File: src/rtl/uni2bin_pkg.sv
// uni2bin_pkg
// Shared types and helpers for the bipolar unary-to-binary accumulator.
//   acc_state_t : FSM state encoding (IDLE, WARM, ACC, DONE)
//   win_len     : accumulation window length, 2^bw
//   bip_offset  : bipolar zero point, 2^(bw-1)
package uni2bin_pkg;

    typedef enum logic [1:0] {
        IDLE = 2'd0,
        WARM = 2'd1,
        ACC  = 2'd2,
        DONE = 2'd3
    } acc_state_t;

    function automatic int win_len(input int bw);
        return 1 << bw;
    endfunction

    function automatic int bip_offset(input int bw);
        return 1 << (bw - 1);
    endfunction

endpackage

File: src/rtl/uni2bin_win_cnt.sv
// uni2bin_win_cnt
// Up-counter with synchronous clear and enable.  It wraps to zero after
// reaching TC, and tc flags the enabled cycle in which that wrap happens.
//   clk : clock
//   rst : synchronous active-high reset
//   clr : synchronous clear (count back to 0)
//   en  : count enable
//   tc  : terminal count, high while en && count == TC
module uni2bin_win_cnt #(
    parameter int             W  = 8,
    parameter logic [W-1:0]   TC = '1
) (
    input  logic clk,
    input  logic rst,
    input  logic clr,
    input  logic en,
    output logic tc
);

    logic [W-1:0] cnt_q;

    assign tc = en && (cnt_q == TC);

    always_ff @(posedge clk) begin
        if (rst || clr) begin
            cnt_q <= '0;
        end else if (en) begin
            cnt_q <= tc ? '0 : cnt_q + W'(1);
        end
    end

endmodule

File: src/rtl/bipolar_uni2bin_acc.sv
// bipolar_uni2bin_acc
// Converts the bipolar quotient bitstream back to binary.  After an optional
// warm-up of DROP discarded cycles it counts the ones over 2^BW cycles.  The
// result is then offered on a valid/ready handshake.
//   clk       : clock
//   rst       : synchronous active-high reset
//   start     : begin a conversion (taken in IDLE, or in DONE together with out_ready)
//   in_bit    : bitstream input, 1 = +1, 0 = -1
//   busy      : high in WARM and ACC
//   out_valid : high in DONE
//   out_ready : consumer accepts the result
//   ones_cnt  : count of ones in the window, 0..2^BW
//   bip_val   : signed ones_cnt - 2^(BW-1)
//
// state | meaning
// IDLE  | waiting for start
// WARM  | discarding DROP start-up bits of the divider
// ACC   | counting ones over the 2^BW-cycle window
// DONE  | result valid, held until out_ready
module bipolar_uni2bin_acc
    import uni2bin_pkg::*;
#(
    parameter int BW    = 8,
    parameter int DROP  = 16,
    parameter int DROPW = 5
) (
    input  logic        clk,
    input  logic        rst,
    input  logic        start,
    input  logic        in_bit,
    output logic        busy,
    output logic        out_valid,
    input  logic        out_ready,
    output logic [BW:0] ones_cnt,
    output logic [BW:0] bip_val
);

    localparam int             N       = win_len(BW);
    localparam logic [BW:0]    OFFSET  = (BW+1)'(bip_offset(BW));
    localparam logic [BW-1:0]  WIN_TC  = BW'(N - 1);
    // With DROP == 0 the warm-up counter is never enabled, so its TC value is unused.
    localparam logic [DROPW-1:0] WARM_TC = DROPW'((DROP > 0) ? DROP - 1 : 0);
    localparam acc_state_t     FIRST_ST = (DROP > 0) ? WARM : ACC;

    acc_state_t  state_q;
    acc_state_t  state_d;
    logic        start_go;
    logic        warm_tc;
    logic        win_tc;
    logic [BW:0] acc_q;

    // A conversion is launched from IDLE, or from DONE in the same cycle the
    // result is consumed; start in any other situation is dropped.
    assign start_go = start && ((state_q == IDLE) ||
                                ((state_q == DONE) && out_ready));

    always_comb begin
        state_d = state_q;
        case (state_q)
            IDLE: if (start) state_d = FIRST_ST;
            WARM: if (warm_tc) state_d = ACC;
            ACC:  if (win_tc) state_d = DONE;
            DONE: if (out_ready) state_d = start ? FIRST_ST : IDLE;
            default: state_d = IDLE;
        endcase
    end

    always_ff @(posedge clk) begin
        if (rst) begin
            state_q <= IDLE;
        end else begin
            state_q <= state_d;
        end
    end

    uni2bin_win_cnt #(
        .W  (DROPW),
        .TC (WARM_TC)
    ) u_warm_cnt (
        .clk (clk),
        .rst (rst),
        .clr (start_go),
        .en  (state_q == WARM),
        .tc  (warm_tc)
    );

    uni2bin_win_cnt #(
        .W  (BW),
        .TC (WIN_TC)
    ) u_win_cnt (
        .clk (clk),
        .rst (rst),
        .clr (start_go),
        .en  (state_q == ACC),
        .tc  (win_tc)
    );

    // The accumulator doubles as the result register: it stops changing once
    // ACC is left, so the count stays held until the next start clears it.
    always_ff @(posedge clk) begin
        if (rst || start_go) begin
            acc_q <= '0;
        end else if (state_q == ACC) begin
            acc_q <= acc_q + {{BW{1'b0}}, in_bit};
        end
    end

    assign ones_cnt  = acc_q;
    assign bip_val   = acc_q - OFFSET;
    assign busy      = (state_q == WARM) || (state_q == ACC);
    assign out_valid = (state_q == DONE);

endmodule

File: config.mk
export PLATFORM = sky130hd
export DESIGN_NAME = bipolar_uni2bin_acc
export DESIGN_NICKNAME = d
export VERILOG_FILES = /design/src/rtl/uni2bin_pkg.sv /design/src/rtl/uni2bin_win_cnt.sv /design/src/rtl/bipolar_uni2bin_acc.sv
export SDC_FILE = /design/constraint.sdc
export NUM_CORES = 1
export LEC_CHECK = 0
export ABC_CLOCK_PERIOD_IN_PS = 3350
export CORE_ASPECT_RATIO = 1.2
export CORE_MARGIN = 2
export CORE_UTILIZATION = 50
export DETAILED_ROUTE_END_ITERATION = 6
export GPL_ROUTABILITY_DRIVEN = 1
export PLACE_DENSITY = 0.89
export RECOVER_POWER = 25
export REMOVE_ABC_BUFFERS = 1
export SYNTH_ARGS = -nofsm -noshare
export SYNTH_HDL_FRONTEND = slang
export SYNTH_SLANG_ARGS = --single-unit
File: constraint.sdc
create_clock -name clk -period 3.35 [get_ports clk]
set_input_delay 0.67 -clock clk [delete_from_list [all_inputs] [get_ports clk]]
set_output_delay 0.67 -clock clk [all_outputs]
set_load 0.02 [all_outputs]
## Word level (Yosys, flattened, before mapping)

Cells that the tools add are included.

- Register bits after elaboration: 24
- Input bits: 5
- Output and inout bits: 20
- Word-level logic and storage cells: 34

- $add $sub $neg: 4
- Equal/unequal tests: 9
- Mux-type cells: 8
- Reductions and logical operators: 9

Operators with widths:

| kind | count |
|---|---|
| $add A9 B1 Y9 | 1 |
| $sub A9 B8 Y9 const B | 1 |
| $add A8 B1 Y8 const B | 1 |
| $eq A8 B8 Y1 const B | 1 |
| $mux W2 | 4 |
| $mux W8 | 1 |
| $pmux W2 S4 | 1 |
| $ne A2 B2 Y1 const B | 3 |
| $add A5 B1 Y5 const B | 1 |
| $eq A5 B4 Y1 const B | 1 |
| $mux W5 | 1 |
| $eq A2 B2 Y1 const B | 2 |
| $logic_and A1 B1 Y1 | 4 |
| $reduce_and A4 Y1 | 1 |
| $logic_or A1 B1 Y1 | 3 |
| $eq A2 B1 Y1 const B | 1 |
| $logic_not A2 Y1 | 1 |
| $ne A2 B1 Y1 const B | 1 |
| $mux W1 | 1 |

## Depth between registers and ports, before layout

Gate-level depths: netlist of the first run.

- Depth in word-level cells: 5
- Mapped depth: 7
- Depth with buffers taken out: 6

## Modules after synthesis

From an unflattened synthesis of the first run, not the netlist that was laid out.

- Cells, all modules: 141
- Area, all modules: 1,282.5 um2

Modules (own cells, without submodules):

| module | instances | cells each | area an instance (um2) | seq. area each (um2) |
|---|---|---|---|---|
| bipolar_uni2bin_acc | 1 | 76 | 685.7 | 220.2 |
| uni2bin_win_cnt (u_win_cnt) | 1 | 42 | 370.4 | 160.2 |
| uni2bin_win_cnt (u_warm_cnt) | 1 | 23 | 226.5 | 100.1 |

## Least setup slack after synthesis of the first run

Ideal clock, no wire load.

- Path kind: input-to-reg
- Start point: input port in_bit
- End point: register acc_q[8] (netlist: ones_cnt[8])
- Setup time: 0.117 ns
- Data arrival time: 1.512 ns
- Data required time: 3.233 ns
- Path slack: 1.721 ns
- Cell stages on the path: 6
- Path buffers: 0
- Path through: ha_1 -> ha_1 -> and3_1 -> nand4_1 -> xor2_1 -> nor2_1

- Cells in the longest elaborated chain, start to end: 1

RTL lines:

| element | line | source |
|---|---|---|
| from (decl) | bipolar_uni2bin_acc.sv:30 | `input logic in_bit,` |
| $add A9 B1 Y9 | bipolar_uni2bin_acc.sv:104 | `acc_q <= acc_q + {{BW{1'b0}}, in_bit};` |
| to (signal assigned) | bipolar_uni2bin_acc.sv:104 |  |
| to (decl) | bipolar_uni2bin_acc.sv:50 | `logic [BW:0] acc_q;` |

Every way passes these cells.
A chain may end at the register's enable or synchronous reset.

## Final worst setup path of the first run

- Start point: register state_q[0]
- End point: output port busy

- Cells in the longest elaborated chain, start to end: 2
- Elaborated cells between the ends (all ways): 3
- Classes of those cells: eq/ne: 2; reduce/logical: 1

RTL lines:

| element | line | source |
|---|---|---|
| from (decl) | bipolar_uni2bin_acc.sv:45 | `acc_state_t state_q;` |
| from (signal assigned) | bipolar_uni2bin_acc.sv:72 | `state_q <= state_d;` |
| $eq A2 B1 Y1 / $eq A2 B2 Y1 (equally long branches) | bipolar_uni2bin_acc.sv:110 | `assign busy = (state_q == WARM) \|\| (state_q == ACC);` |
| $logic_or A1 B1 Y1 (*) | bipolar_uni2bin_acc.sv:110 |  |
| to (decl) | bipolar_uni2bin_acc.sv:31 | `output logic busy,` |

Every way passes the cells marked *; elsewhere a longest branch is shown, timed or not.

==> results of run 1 <==
## sequential cells by signal (all words and copies together) (netlist names)
| name | cells |
|---|---|
| state_q | 2 |
| ones_cnt | 9 |
| u_warm_cnt.cnt_q | 5 |
| u_win_cnt.cnt_q | 8 |
## kinds of logic (layout without fill, tap and decap cells)
logic type,after synthesis,count (layout),synth area share (%)
simple gates,50,50,19.4
compound gates,24,24,12.8
flops,24,24,39.0
buf+inv,16,35,7.52
xor+xnor,11,11,7.83
fa+ha+maj,9,9,9.15
mux,5,5,4.27
## per-stage QoR
stage | hold slack [ns] | power [mW] | cells | utilization, %
floorplan | 0.436 | 0.511 | 129 | -
global placement | 0.451 | 0.573 | 185 | 62.8
detailed placement | 0.485 | 0.587 | 185 | 62.8
CTS | 0.503 | 0.742 | 189 | 64.4
global route | 0.540 | 0.779 | 189 | 64.2
finish | 0.497 | 0.736 | 189 | 64.2
## final cells by class
| cell class | instances | area [sq um] |
|---|---|---|
| flip-flops and latches | 24 | 480 |
| repair buffers | 25 | 244 |
| fillers | 210 | 826 |
| multi-input cells | 99 | 658 |
| inverters | 6 | 22.5 |
| well taps | 31 | 38.8 |
| clock buffers | 4 | 36.3 |
## worst paths after layout
path,startpoint,to,slack (ns),cells past startpoint
setup / recovery,state_q[0]$_SDFFE_PP0P_,busy,0.90,3
hold / removal,u_warm_cnt.cnt_q[4]$_SDFFE_PP0P_,u_warm_cnt.cnt_q[4]$_SDFFE_PP0P_,0.50,2
setup reg to reg,state_q[0]$_SDFFE_PP0P_,u_win_cnt.cnt_q[4]$_SDFFE_PP0N_,1.43,7
hold reg to reg,u_warm_cnt.cnt_q[4]$_SDFFE_PP0P_,u_warm_cnt.cnt_q[4]$_SDFFE_PP0P_,0.50,2
## routing by layer
| metal | global-route usage [%] | vias to the layer above | routed length (um) |
|---|---|---|---|
| li1 | - | 512 | - |
| met1 | 17.0 | 471 | 911 |
| met2 | 36.9 | 25 | 1240 |
| met3 | 1.52 | 7 | 93 |
| met4 | 11.0 | 0 | 71 |
| met5 | 0 | - | 0 |
## critical path, delay by kind of cell (launching register included)
kind | cells | cell delay [ns]
buffers and inverters | 2 | 0.74
flip-flops | 1 | 0.40
adder cells (fa/ha/maj) | 1 | 0.32
## placed cells by master (no fill, tap or decap), types with 3 or more instances in the layout
cell type        instances
dfxtp_1                 24
o21ai_0                  5
or3_1                    4
nand3_1                  3
clkbuf_4                 3
nor2_1                  19
mux2i_1                  3
inv_1                    6
xor2_1                   9
nand2_1                 11
nand4_1                  5
and3_1                   3
clkdlybuf4s50_1         23
a21oi_1                  7
ha_1                     9
## power by group
group | internal, mW | leakage, nW | switching, mW
Clock | 0.0667 | 0.0210 | 0.0880
Sequential | 0.305 | 0.194 | 0.0183
Combinational | 0.109 | 0.319 | 0.149
==> results.toml, run 1 <==
[run_status]
status = "finished, final reports clean"

[floorplan]
num_rows = 19
die_w_um = 49.3
die_h_um = 58.4
start_util_pct = 53.4
coreArea_sq_mm = 0.00231
num_io_pins = 25
die-area_sq_mm = 0.00288

[routing]
wl_um = 2310
post-route-drc-count = 0
drt-initial-drc-count = 17
routedWlPerCell_um = 12.2
vias = 1015
dr.pass1.iters = 4
ant_nets = 0
via_per_inst = 5.37

[timing]
period_share_pct = 73.2
rsz0062_at_grt = "false"
max_slew_margin_pct = 44.4
maxSlewViolCount = 0
period_needed_ns = 2.45
worst-slew-pin-transition_ns = 0.834
tns_ns = 0
finalClockSkew_ns = 0.00916
fmax_mhz = 408
finalSetupViolations = 0
setup_ws_ns = 0.896
finalHoldViolCount = 0

[logic_synthesis]
synthArstFlopShare_pct = 0
syn_inst = 139
yosys-top-cells-area = "dfxtp_1 (39%), ha_1 (9.1%), xor2_1 (6.4%)"
ys_seq_area_share_pct = 39.0
synth_top_area_share_pct = 39.0
synth_edf_count = 0
synth.ff_latch_count = 24
yosys-top-cells-count = "dfxtp_1 (24), nor2_1 (19), nand2_1 (11), ha_1 (9), xor2_1 (9)"
yosys.cell_types.count = 32
synth_top_cell_by_area = "dfxtp_1"
synth.most_common_cell = "dfxtp_1"
synth.cell_area_sq_mm = 0.00123
synth_ff_type = "dfxtp_1"
syn_area_per_cell_sq_um = 8.86
ys_warn_count = 0

[place]
gp_congestion = 0.804
placed_area_sq_mm = 0.00145
place_ws_ns = 1.21
io_buffer_count = 24
dp_hpwl_um = 1780

[clock_tree]
cts_setup_buffers = 0
clk_path_buf_depth = 2
cts.sinks = 24
cts-root-buf = "clkbuf_4"
cts_buffers = 3
ctsHoldBuffers = 0
clk_latency_ns = 0.33
clk_pin_slew_ns = 0.13
cts_tree = "yes"
post_cts_resized = 0
htreeDepth = 1

[power_and_ir_drop]
ir_drop_v = 0.000515
p_per_area_mw_per_mm2 = 497
leakage_nw = 0.533

[setup_path]
crit_path_max_fanout = 5
crit_path_cell_trace = "inv_1 -> ha_1 -> clkdlybuf4s50_1"
cp.arrival_ns = 1.78
slowest_delay_ns = 0.61
critPathSlowestCell = "clkdlybuf4s50_1"
cp.required_ns = 2.68
critical_path_class = "reg -> out"
endpoint_kind = "output port"
cp-start-kind = "flip-flop"

[grt]
antenna_found_initial = 0
grt_pass1_vias = 964
grt_max_degree = 21
grt_use_total_pct = 18.0
grt_pass1_wl_um = 3950
overflow = 0

[final_layout]
final_cell_area_sq_mm = 0.00148
drive_gt1_share_pct = 4.43
syn_to_final_growth_pct = 20.2
nNetsFinal = 173
diodes = 0

[flow_run]
cap_viol_max_count = 0

[min_path]
hold_class = "reg -> reg"
Power figures use the tool's default switching activity.
==> run 2, diff against run 1 <==
Settings changed: ABC_CLOCK_PERIOD_IN_PS 3350 to 2100, CORE_UTILIZATION 50 to 45, PLACE_DENSITY 0.89 to 0.85.
Clock period 3.35 ns to 2.1 ns, I/O delays scaled along.
==> run 2 against run 1 <==
Count of clock-buffer cells in the layout shrank 1. Non-clock buffer count grew 2. Cell count grew 2.1%. Global-route usage shrank 0.89 points. Largest cell class unchanged. Highest routed layer unchanged.
==> results.toml, run 2 (synthesis results as in run 1) <==
[place]
io_buffer_count = 24
place_ws_ns = 0.221
gp_congestion = 0.707
dp_hpwl_um = 1830
dp.cells = 189

[min_path]
hold_start = "u_warm_cnt.cnt_q[4]$_SDFFE_PP0P_"
hold_class = "reg -> reg"
min_to = "u_warm_cnt.cnt_q[4]$_SDFFE_PP0P_"
hold_depth = 2

[power_and_ir_drop]
p_seq_share_pct = 41.2
p_per_area_mw_per_mm2 = 826
p_total_mw = 1.25
intPower_mw = 0.851
clockPowerShare_pct = 25.9
swShare_pct = 31.8
leakage_nw = 0.550
ir_drop_v = 0.000717
p_switching_mw = 0.396
pwr-share-comb_pct = 32.8

[routing]
wl_um = 2370
routedWlPerCell_um = 12.3
dr.pass1.iters = 5
vias = 1026
post-route-drc-count = 0
ant_nets = 0
via_per_inst = 5.32
drt-initial-drc-count = 11

[final_layout]
post-route-util_pct = 58.5
final_common_cell = "dfxtp_1"
diodes = 0
drive_gt1_share_pct = 5.00
largest_register_ffs = 9
final_cell_mix = "dfxtp_1 (24), clkdlybuf4s50_1 (23), nor2_1 (19)"
syn_to_final_growth_pct = 22.6
nNetsFinal = 175
stdcell_count = 193

[floorplan]
die-area_sq_mm = 0.00317
die_h_um = 61.3
num_io_pins = 25
start_util_pct = 47.8
die_w_um = 51.8
num_rows = 20
coreArea_sq_mm = 0.00258

[timing]
setup_ws_ns = 0.0935
period_share_pct = 95.5
finalClockSkew_ns = 0.000959
maxSlewViolCount = 0
rsz0062_at_grt = "false"
fmax_mhz = 498
max_slew_margin_pct = 57.1
finalSetupViolations = 0
period_needed_ns = 2.01
worst-slew-pin-transition_ns = 0.644
finalHoldViolCount = 0
tns_ns = 0

[clock_tree]
cts_setup_buffers = 0
cts-root-buf = "clkbuf_4"
clk_pin_slew_ns = 0.12
clk_latency_ns = 0.30
cts.sinks = 24
htreeDepth = 1
cts_buffers = 3
clk_path_buf_depth = 2
cts_tree = "yes"

[setup_path]
endpoint_kind = "output port"
cp-start-kind = "flip-flop"
cp.arrival_ns = 1.59
reg2reg_depth = 7
r2r-start = "state_q[0]$_SDFFE_PP0P_"
cp.required_ns = 1.68
critical_path_class = "reg -> out"
reg2reg_slack_ns = 0.31
worstReg2RegEnd = "u_win_cnt.cnt_q[4]$_SDFFE_PP0N_"
crit_path_max_fanout = 4

[grt]
grt_max_degree = 16
antenna_found_initial = 0
grt_use_total_pct = 17.1
grt_pass1_wl_um = 4110
grt_pass1_vias = 1008
overflow = 0

[flow_run]
cap_viol_max_count = 0

[run_status]
status = "finished, final reports clean"
-- run 2: worst max-delay path: stages (launching register included) --
cell and delay [ns]:
dfxtp_1 0.40, ha_1 0.25, clkdlybuf4s50_1 0.63
-- run 2: worst max-delay path by stage --
stage / start / endpoint / slack, ns / depth (start not counted)
2_1_floorplan: state_q[1]$_SDFFE_PP0P_ / u_win_cnt.cnt_q[5]$_SDFFE_PP0N_ / 0.25 / 5
3_3_place_gp: in_bit / ones_cnt[8]$_SDFFE_PP0N_ / 0.26 / 7
3_5_place_dp: in_bit / ones_cnt[8]$_SDFFE_PP0N_ / 0.22 / 7
4_1_cts: state_q[1]$_SDFFE_PP0P_ / out_valid / 0.09 / 2
5_1_grt: state_q[1]$_SDFFE_PP0P_ / out_valid / 0.02 / 2
6_report: state_q[1]$_SDFFE_PP0P_ / out_valid / 0.09 / 2
-- run 2: routing by layer --
layer | wire length, um | up-vias | track usage [%]
li1 | - | 519 | -
met5 | 0 | - | 0
met3 | 93 | 2 | 2.18
met1 | 932 | 473 | 16.9
met2 | 1320 | 32 | 35.5
met4 | 19 | 0 | 6.77
-- run 2: area by class of cell --
| type | count | area (sq um) |
|---|---|---|
| fillers | 243 | 1070 |
| clock inverters | 1 | 30.0 |
| repair buffers | 27 | 254 |
| clock buffers | 3 | 22.5 |
| well taps | 33 | 41.3 |
| inverters | 6 | 22.5 |
| multi-input cells | 99 | 658 |
| flip-flops and latches | 24 | 480 |
-- run 2: through the flow --
step	hold slack (ns)	cell area [sq um]
5_1_grt	0.498	1510
3_5_place_dp	0.454	1480
3_3_place_gp	0.459	1480
2_1_floorplan	0.436	1160
4_1_cts	0.475	1530
6_report	0.475	1510
-- run 2: power by group through the flow --
stage               combinational (mW)  clock, mW  sequential [mW]
finish                           0.409      0.323            0.514
global route                     0.455      0.356            0.518
CTS                              0.436      0.336            0.515
detailed placement               0.446          0            0.525
global placement                 0.420          0            0.522
floorplan                        0.291          0            0.524
-- run 2: repair_timing --
action	CTS	global route
endpoints found under the setup margin	1	0
resized for setup	1	0
hold buffers	0	0
==> run 3, diff against run 2 <==
Settings changed: SETUP_SLACK_MARGIN set to 0.5.
==> run 3 against run 2 <==
Sequential cell count did not move. Non-clock buffer count rose by 6. Critical path depth rose by 1. Register-to-register slack barely moved. Core utilization rose by 3.4 points. Final area rose by 5.9%. Routed wire length rose by 7.3%. Clock skew rose by 0.0050 ns. Worst setup slack improved by 0.19 ns. Sequential power rose by 3%. Sequential share of layout area fell by 1.5 points. Largest cell class unchanged. Largest power group is now combinational logic.
==> results.toml, run 3 (synthesis results as in run 1) <==
[setup_path]
crit_path_cell_trace = "clkinvlp_2 -> ha_4 -> buf_6"
critPathSlowestCell = "dfxtp_1"
slowest_delay_ns = 0.42
critical_path_class = "reg -> out"
crit_path_max_fanout = 4
cp-start-kind = "flip-flop"
cp.arrival_ns = 1.40
r2r-start = "state_q[0]$_SDFFE_PP0P_"
cp.required_ns = 1.68
endpoint_kind = "output port"
cp-startpoint = "state_q[0]$_SDFFE_PP0P_"

[flow_run]
cap_viol_max_count = 0

[run_status]
status = "finished, final reports clean"

[timing]
worst-slew-pin-transition_ns = 0.298
hold_slack_ns = 0.475
fmax_mhz = 549
period_needed_ns = 1.82
max_slew_margin_pct = 80.1
tns_ns = 0
rsz0062_at_grt = "true"
finalClockSkew_ns = 0.00598
setup_ws_ns = 0.279
finalSetupViolations = 0
period_share_pct = 86.7
maxSlewViolCount = 0
finalHoldViolCount = 0

[power_and_ir_drop]
ir_drop_v = 0.000851
p_per_area_mw_per_mm2 = 871
leakage_nw = 0.652

[clock_tree]
clk_latency_ns = 0.31
cts.sinks = 24
cts_tree = "yes"
htreeDepth = 1
ctsHoldBuffers = 0
clk_pin_slew_ns = 0.13
cts_buffers = 3
clk_path_buf_depth = 2
cts-root-buf = "clkbuf_4"

[final_layout]
diodes = 0
syn_to_final_growth_pct = 29.8
drive_gt1_share_pct = 16.9
largest_register_ffs = 9
nNetsFinal = 181
stdcell_count = 199
final_cell_mix = "dfxtp_1 (22), nor2_1 (19), dlygate4sd2_1 (16)"
fillers = 244
seq_area_sq_um = 485
final_common_cell = "dfxtp_1"
multi_input_comb_area_sq_um = 701

[floorplan]
die_w_um = 51.8
die-area_sq_mm = 0.00317
num_rows = 20
die_h_um = 61.3
coreArea_sq_mm = 0.00258
num_io_pins = 25
start_util_pct = 47.8

[routing]
wl_um = 2540
post-route-drc-count = 0
dr.pass1.iters = 4
ant_nets = 0
vias = 1055
drt-initial-drc-count = 10
via_per_inst = 5.30
routedWlPerCell_um = 12.8

[place]
place_ws_ns = 0.221
dp.cells = 189
gp_congestion = 0.707
io_buffer_count = 24
dp_hpwl_um = 1830

[grt]
grt_max_degree = 16
overflow = 0
antenna_found_initial = 0
grt_use_total_pct = 17.3
grt_pass1_wl_um = 4150
grt_pass1_vias = 1014

[min_path]
hold_class = "reg -> reg"
hold_start = "u_warm_cnt.cnt_q[4]$_SDFFE_PP0P_"
==> run 3: cell types whose count changed in the layout (fill, tap and decap cells not counted), moves of 2 or more <==
cell             previous run  this run
clkdlybuf4s50_1            23         4
ha_4                        0         2
dfxtp_1                    24        22
buf_4                       1         5
inv_1                       6         4
ha_2                        0         2
dlygate4sd2_1               1        16
ha_1                        9         5
==> run 3: power breakdown <==
| part | switching [mW] | internal [mW] |
|---|---|---|
| clock | 0.132 | 0.193 |
| combinational | 0.275 | 0.265 |
| sequential | 0.0356 | 0.492 |
| total | 0.442 | 0.950 |
==> run 3: final cells by class <==
class                   instances  share of cell area, %
repair buffers                 33                   18.2
flip-flops and latches         24                   30.4
clock buffers                   3                   1.41
inverters                       6                   1.72
clock inverters                 1                   1.88
well taps                      33                   2.58
multi-input cells              99                   43.9
==> run 3: what timing repair did <==
item | in CTS | in global routing
buffers inserted | 0 | 6
setup endpoints to repair | 28 | 17
pin swaps | 0 | 2
gates resized for setup | 31 | 17
==> run 3: through the flow <==
step | power (mW) | area [sq um] | utilization [%]
2_1_floorplan | 0.815 | 1160 | -
3_3_place_gp | 0.941 | 1480 | 57.3
3_5_place_dp | 0.971 | 1480 | 57.3
4_1_cts | 1.30 | 1520 | 58.9
5_1_grt | 1.48 | 1600 | 62.0
6_report | 1.39 | 1600 | 62.0
==> run 3: per-layer routing <==
metal  vias up  share of wire (%)  track usage (%)
met5         -                  0                0
met4         0               0.75             6.77
met3         2                4.1             2.18
met2        25                 57             35.9
met1       501                 38             17.0
li1        527                  -                -
==> run 3: path summary, 6_finish.rpt <==
path,slack (ns),end,depth (start not counted)
setup / recovery,0.28,busy,3
hold / removal,0.48,u_warm_cnt.cnt_q[4]$_SDFFE_PP0P_,2
setup reg to reg,0.30,ones_cnt[8]$_SDFFE_PP0N_,8
hold reg to reg,0.48,u_warm_cnt.cnt_q[4]$_SDFFE_PP0P_,2
==> run 3: worst max-delay path: cells and delay by family (launching register included) <==
kind / cells / cell delay, ns
flops: 1 / 0.42
buf+inv: 2 / 0.34
fa+ha+maj: 1 / 0.34
